--- src/rtl/pwm_multi_ch.sv ---
// Multi-channel PWM generator: one shared period counter, per-channel duty
// compare, shadow registers that load glitch-free at the period boundary.
//
// Counter direction
//   state    | meaning
//   DIR_UP   | counting up (edge mode always stays here)
//   DIR_DOWN | center mode, falling half of the period
module pwm_multi_ch #(
  parameter int                CH_NUM     = 4,
  parameter int                CNT_W      = 16,
  parameter int                PERIOD_DEF = 50000,
  parameter int                DUTY_DEF   = 30000,
  parameter logic [CH_NUM-1:0] INV        = '0
) (
  input  logic              sys_clk,
  input  logic              rst_n,
  input  logic              en_i,
  input  logic              center_mode_i,
  input  logic              cfg_we_i,
  input  logic [3:0]        cfg_addr_i,
  input  logic [CNT_W-1:0]  cfg_wdata_i,
  output logic [CH_NUM-1:0] pwm_out_o,
  output logic              period_tick_o
);

  typedef enum logic {DIR_UP, DIR_DOWN} dir_e;

  localparam logic [CNT_W-1:0] PER_RST  = CNT_W'(PERIOD_DEF);
  localparam logic [CNT_W-1:0] DUTY_RST = CNT_W'(DUTY_DEF);
  localparam logic [CNT_W-1:0] ONE      = CNT_W'(1);

  logic [CNT_W-1:0]             per_sh_q, per_sh_d, per_q, per_d;
  logic [CH_NUM-1:0][CNT_W-1:0] duty_sh_q, duty_sh_d, duty_q, duty_d;
  logic                         center_q, center_d;
  logic [CNT_W-1:0]             cnt_q, cnt_d;
  dir_e                         dir_q, dir_d;
  logic [CH_NUM-1:0]            pwm_q, pwm_d;
  logic                         start_q, start_d;
  logic                         tick_q, tick_d;

  logic             per_zero, boundary, load, run;
  logic [CNT_W-1:0] per_last;

  // Shadow register writes; addresses beyond the last channel fall through.
  always_comb begin
    per_sh_d  = per_sh_q;
    duty_sh_d = duty_sh_q;
    if (cfg_we_i) begin
      if (cfg_addr_i == 4'd0) per_sh_d = cfg_wdata_i;
      for (int i = 0; i < CH_NUM; i++) begin
        if (cfg_addr_i == 4'(i + 1)) duty_sh_d[i] = cfg_wdata_i;
      end
    end
  end

  // Counter sequencing, boundary detection and active-register load.
  always_comb begin
    per_zero = (per_q == '0);
    per_last = per_q - ONE;
    boundary = !per_zero &&
               (center_q ? (dir_q == DIR_DOWN && cnt_q == '0) : (cnt_q == per_last));
    // Idle or zero-period keeps the active set tracking the shadow set every cycle.
    load     = !en_i || per_zero || boundary;
    cnt_d    = cnt_q;
    dir_d    = dir_q;
    if (load) begin
      // Every period (and every mode switch) restarts from 0 counting up.
      cnt_d = '0;
      dir_d = DIR_UP;
    end else if (!center_q || dir_q == DIR_UP) begin
      if (center_q && cnt_q == per_last) dir_d = DIR_DOWN;
      else                               cnt_d = cnt_q + ONE;
    end else begin
      cnt_d = cnt_q - ONE;
    end
    // Forward shadow next-state so a write in the boundary cycle is not lost.
    per_d    = load ? per_sh_d      : per_q;
    duty_d   = load ? duty_sh_d     : duty_q;
    center_d = load ? center_mode_i : center_q;
  end

  // Duty compare and tick; tick is delayed one extra cycle to line up with the
  // first output cycle of the new period.
  always_comb begin
    run = en_i && !per_zero;
    for (int i = 0; i < CH_NUM; i++) begin
      pwm_d[i] = (run && (cnt_q < duty_q[i])) ^ INV[i];
    end
    start_d = run && boundary;
    tick_d  = run && start_q;
  end

  // State registers.
  always_ff @(posedge sys_clk or negedge rst_n) begin
    if (!rst_n) begin
      per_sh_q  <= PER_RST;
      per_q     <= PER_RST;
      duty_sh_q <= {CH_NUM{DUTY_RST}};
      duty_q    <= {CH_NUM{DUTY_RST}};
      center_q  <= 1'b0;
      cnt_q     <= '0;
      dir_q     <= DIR_UP;
      pwm_q     <= INV;
      start_q   <= 1'b0;
      tick_q    <= 1'b0;
    end else begin
      per_sh_q  <= per_sh_d;
      per_q     <= per_d;
      duty_sh_q <= duty_sh_d;
      duty_q    <= duty_d;
      center_q  <= center_d;
      cnt_q     <= cnt_d;
      dir_q     <= dir_d;
      pwm_q     <= pwm_d;
      start_q   <= start_d;
      tick_q    <= tick_d;
    end
  end

  assign pwm_out_o     = pwm_q;
  assign period_tick_o = tick_q;

endmodule

--- config.mk ---
export PLATFORM = sky130hd
export DESIGN_NAME = pwm_multi_ch
export DESIGN_NICKNAME = d
export VERILOG_FILES = /design/src/rtl/pwm_multi_ch.sv
export SDC_FILE = /design/constraint.sdc
export NUM_CORES = 1
export LEC_CHECK = 0
export CAP_MARGIN = 10
export CORE_ASPECT_RATIO = 1.4
export CORE_MARGIN = 5
export CORE_UTILIZATION = 59
export DETAILED_ROUTE_END_ITERATION = 8
export PLACE_DENSITY = 0.77
export SYNTH_ARGS = -nofsm -noshare
export SYNTH_HDL_FRONTEND = slang
export SYNTH_SLANG_ARGS = --single-unit
--- constraint.sdc ---
create_clock -name sys_clk -period 4.3 [get_ports sys_clk]
set_input_delay 0.645 -clock sys_clk [delete_from_list [all_inputs] [get_ports sys_clk]]
set_output_delay 0.645 -clock sys_clk [all_outputs]
set_load 0.005 [all_outputs]
== Word-level counts from Yosys, hierarchy flattened ==
Cells that the tools add are included.

* Multiplexer cells: 14
* Reductions and logical operators: 22
* Div/mod/pow operators: 0
* Add/subtract/negate cells: 3
* Bitwise gates (word level): 1
* Eq/ne operators: 6
* Shift-type cells: 0
* Multiply operators: 0
* Order comparisons: 4

{| class="wikitable"
|+ Operators with widths
! operator !! number
|-
| two-way mux 16 bit || 9
|-
| less-than comparator 16 bit || 4
|-
| two-way mux 64 bit || 1
|-
| zero test 16 bit || 2
|-
| subtractor 16 x 1 -> 16 bit, second input constant || 2
|-
| adder 16 x 1 -> 16 bit, second input constant || 1
|-
| == test 16 bit || 1
|-
| logical AND 1 bit || 10
|-
| == test 4 x 2 -> 1 bit, second input constant || 2
|-
| == test 4 x 1 -> 1 bit, second input constant || 1
|-
| == test 4 x 3 -> 1 bit, second input constant || 1
|-
| zero test 4 bit || 1
|-
| two-way mux 1 bit || 4
|-
| nonzero test 2 bit || 2
|-
| zero test 1 bit || 3
|-
| logical OR 1 bit || 3
|-
| inequality test 3 bit, second input constant || 1
|-
| AND reduction 2 bit || 1
|-
| inverter 1 bit || 1
|}

* Memories kept: 0
* Flip-flop bits (word level): 184
* RAM bits: 0
* Latch bits: 0
* Input bits: 25
* ROM bits: 0

== Longest topological paths before layout ==
* Depth after elaboration: 7
* Gate-level depth with buffers: 12
* Mapped depth without buffers: 11

== Worst setup path before layout ==
No wires, ideal clock.

* Path kind: register to register
* From: reg dir_q
* To: reg cnt_q[15]
* Cell stages (with the launch flop): 12
* Setup slack: 1342 ps
* Buffers on the path: 0
* Data arrival time: 2833 ps
* Path through: dfrtp_1 -> nand2_1 -> inv_1 -> ha_1 -> o21ai_0 -> nor3_1 -> a211oi_1 -> a22oi_1 -> a31oi_1 -> o21ai_0 -> mux2i_1 -> mux2_2

* Word-level cells in the longest chain between the ends: 5

{| class="wikitable"
|+ Ends and longest elaborated chain
! item !! RTL line !! text
|-
| from (decl) || 36 || <nowiki>dir_e dir_q, dir_d;</nowiki>
|-
| from (signal assigned) || 113 || <nowiki>dir_q <= dir_d;</nowiki>
|-
| logical AND 1 bit || 61 || <nowiki>(center_q ? (dir_q == DIR_DOWN && cnt_q == '0) : (cnt_q == per_last));</nowiki>
|-
| two-way mux 1 bit || 61 ||
|-
| logical AND 1 bit || 60 || <nowiki>boundary = !per_zero &&</nowiki>
|-
| logical OR 1 bit || 63 || <nowiki>load = !en_i || per_zero || boundary;</nowiki>
|-
| inequality test 3 bit (no source line) or two-way mux 16 bit (tied branches) || n/a ||
|-
| to (signal assigned) || 112 || <nowiki>cnt_q <= cnt_d;</nowiki>
|-
| to (decl) || 35 || <nowiki>logic [CNT_W-1:0] cnt_q, cnt_d;</nowiki>
|}

Several ways; a longest one is shown, not always the timed one.
A chain may end at the register's enable or synchronous reset.

== Worst setup path after layout ==
Ends and elaborated chain as after synthesis.

==> results_dict.tcl <==
set metrics [dict create \
    drtIter0Drc 364 \
    post_cts_resized 0 \
    finClkSkew_ns 0.00727 \
    place.detailed.instances 1033 \
    yosysSeqAreaShare 0.476 \
    yosysMostFrequentCell "dfrtp_1" \
    p_clk_frac 0.306 \
    area_delta_synth_final_pct 11.8 \
    syn_nets 910 \
    clk_pin_slew_worst_paths_ns 0.07 \
    detail_route.wirelength_mm 22.1 \
    ctsRootBufferMaster "clkbuf_16" \
    finalWorstPathRequiredPeriod_ns 3.73 \
    number_of_antenna_violations_at_the_first_check_in_global_routing 0 \
    cts_hold_repair.buffers 0 \
    totalNegativeSetupSlack_ns 0 \
    route.detailed.vias_per_inst 6.01 \
    worstPathCellList "nand2_1 -> inv_1 -> ha_1 -> a211oi_1 -> o21ai_0 -> a211oi_1 -> a22oi_1 -> a31oi_1 -> o21ai_0 -> mux2i_1 -> mux2_2" \
    synth_ff_type "dfrtp_1" \
    syn_inst 808 \
    clk_path_buf_depth 2 \
    die_area_sq_um 19400 \
    worstMarginPinSlew_ns 1.07 \
    total_routing_usage_reported_by_global_routing 0.239 \
    detail_route.wl_per_cell_microns 20.8 \
    die_width_microns 119 \
    antenna_left 0 \
    placement.io_buffers 29 \
    design_power_total_mw 5.28 \
    grt_setup_unrepaired "false" \
    tritoncts_clock_tree "yes" \
    cell_internal_power_mw 3.76 \
    syn-mean-instance-area_sq_um 12.2 \
    dr_total_vias 6397 \
    drt_first_pass_iters 6 \
    critical_path_arrival_ns 4.04 \
    cts.sinks 184 \
    worst_skew_pair.late_latency_ns 0.43 \
    power_frac_seq 0.468 \
    cp_data_required_time_ns 4.62 \
    crit_slowest_cell "a211oi_1" \
    boundaryPins 30 \
    power_density_nw_per_um2 479 \
    relSlewSlack 0.287 \
    fin_cells 1065 \
    h-tree-depth 4 \
    post-synth-top-area-cell "dfrtp_1" \
    first_global_vias 6900 \
    number_of_synthesized_register_bits 184 \
    fillCellCount 1217 \
    switching_power_mw 1.52 \
    drcViolationCount 0 \
    min_period_over_period 0.867 \
    place.gp.congestion 0.912 \
    rows 56 \
    synth_common_cells "dfrtp_1, mux2_2, mux2_1" \
    syn_warnings 0 \
    numCtsBuffers 17 \
    synth.top_cells.by_area "dfrtp_1, dfstp_2, ha_1, mux2_2, mux2_1" \
    start_util 0.594 \
    run_status "complete, no violations" \
    vertical_extent_of_the_die_microns 163 \
    synthesis.area_sq_um 9860 \
    edff_count_synth 0 \
    p_comb_frac 0.226 \
    vdd.ir_drop.worst_mv 0.397 \
    timing.critical_path.slowest_cell_delay_ns 0.47 \
    clock.fmax_ghz 0.268 \
    timing_hold_violations_final 0 \
    largest_net_degree_at_the_start_of_global_routing 119 \
    multiInputGateArea_sq_um 4790 \
    synthArstFlopShare 1.00 \
    half_perimeter_wire_length_after_placement_mm 16.0 \
    finalSetupViolCount 0 \
    worst-setup-path-type "register to register" \
    antenna_cells 0 \
    leakage_component_of_the_power_nw 5.14 \
    grt_first_pass_wirelength_mm 36.1 \
    maxSlewViolCount 0 \
    grt_overflow 0 \
    drv.max_cap_violation_count 0 \
    yosys.area.top_type_share 0.294 \
    drive_gt1_frac 0.240 \
    timing.critical_path.from_type "register" \
    synth_cell_type_count 65 \
    timing.critical_path.to_type "register" \
    area.sequential_sq_um 4690 \
    finish.net_count 951 \
    holdWs_ns 0.384 \
    switching_share 0.287 \
    cts_post_setup_buffers_inserted 0 \
    min-delay-path-class "input pin to asynchronous set/reset pin" \
    critical_path_peak_fanout 15 \
    core_area_sq_um 16600 \
]
## layout make-up
type	instances	area share
clock inverter	10	0.0117
multi-input combinational	534	0.435
timing repair buffer	41	0.0369
sequential	184	0.426
inverter	71	0.0242
tap	203	0.0230
clock buffer	22	0.0441
## worst paths after layout
kind | slack (ns) | end | start | depth (start not counted)
worst max register to register | 0.57 | cnt_q[15] | dir_q | 11
max in group asynchronous | 2.99 | duty_sh_q[30] | rst_n | 2
worst max-delay path | 0.57 | cnt_q[15] | dir_q | 11
worst min-delay path | 0.38 | per_q[5] | rst_n | 1
worst min register to register | 0.47 | period_tick_o | start_q | 2
min in group sys_clk | 0.47 | period_tick_o | start_q | 2
## layout by cell type, fill, tap and decap left out, drive strengths merged, types with 3 or more instances in the layout
| master | count |
|---|---|
| or2 | 3 |
| and3 | 3 |
| nor3 | 11 |
| nand3 | 7 |
| a2111oi | 3 |
| a21oi | 25 |
| o21ai | 20 |
| a21o | 31 |
| nand2b | 8 |
| dfstp | 68 |
| or3 | 10 |
| a221o | 3 |
| a211oi | 6 |
| nor2b | 8 |
| clkbuf | 22 |
| mux2 | 161 |
| o31ai | 3 |
| dfrtp | 116 |
| xor2 | 7 |
| clkinv | 3 |
| nand2 | 15 |
| clkdlybuf4s50 | 28 |
| mux2i | 15 |
| buf | 13 |
| and4 | 3 |
| ha | 76 |
| nor4 | 7 |
| nor2 | 41 |
| xnor2 | 20 |
| nand4 | 6 |
| a31oi | 7 |
| inv | 76 |
| o21a | 6 |
## flip-flops by register name (all words and copies together) (netlist names), 4 cells and up
name and cells:
cnt_q 16, duty_q 64, duty_sh_q 64, per_q 16, per_sh_q 16, pwm_out_o 4
## layer usage
metal	routed length (microns)	track usage	part of all wire
met5	0	0	0
met4	971	0.120	0.044
met3	823	0.0420	0.037
met2	11500	0.423	0.52
met1	8810	0.278	0.40
## critical path, delay by kind of cell, from the launching register on
| family | cells | cell delay [ns] |
|---|---|---|
| AO/OA/AOI/OAI | 6 | 1.70 |
| multiplexers | 2 | 0.55 |
| buffers and inverters | 1 | 0.44 |
| flip-flops | 1 | 0.41 |
| adder cells (fa/ha/maj) | 1 | 0.35 |
| AND/OR/NAND/NOR | 1 | 0.16 |
## power by group through the flow
stage	registers [mW]	logic [mW]	clock network (mW)
after floorplan	2.40	0.879	0
after global placement	2.47	1.14	0
after detailed placement	2.50	1.19	0
after CTS	2.47	1.21	1.64
after global routing	2.52	1.33	1.72
final	2.47	1.19	1.61
## metrics by stage
step,area [sq um],utilization,setup slack (ns)
floorplan,9860,-,1.34
finish,11000,0.664,0.573
global route,11000,0.664,0.414
global placement,10400,0.627,0.825
CTS,11000,0.664,0.654
detailed placement,10400,0.627,0.682
## kinds of logic (layout without fill, tap and decap cells)
logic type | after synthesis | after routing | share of synthesized area
DFF | 184 | 184 | 0.476
muxes | 176 | 176 | 0.199
and+or+nand+nor | 134 | 134 | 0.0774
AOI/OAI and AO/OA | 120 | 120 | 0.0859
buffers and inverters | 90 | 144 | 0.0395
adders and majority gates | 77 | 77 | 0.0985
xor gates and xnor gates | 27 | 27 | 0.0240
(Power assumes the default switching activity.)
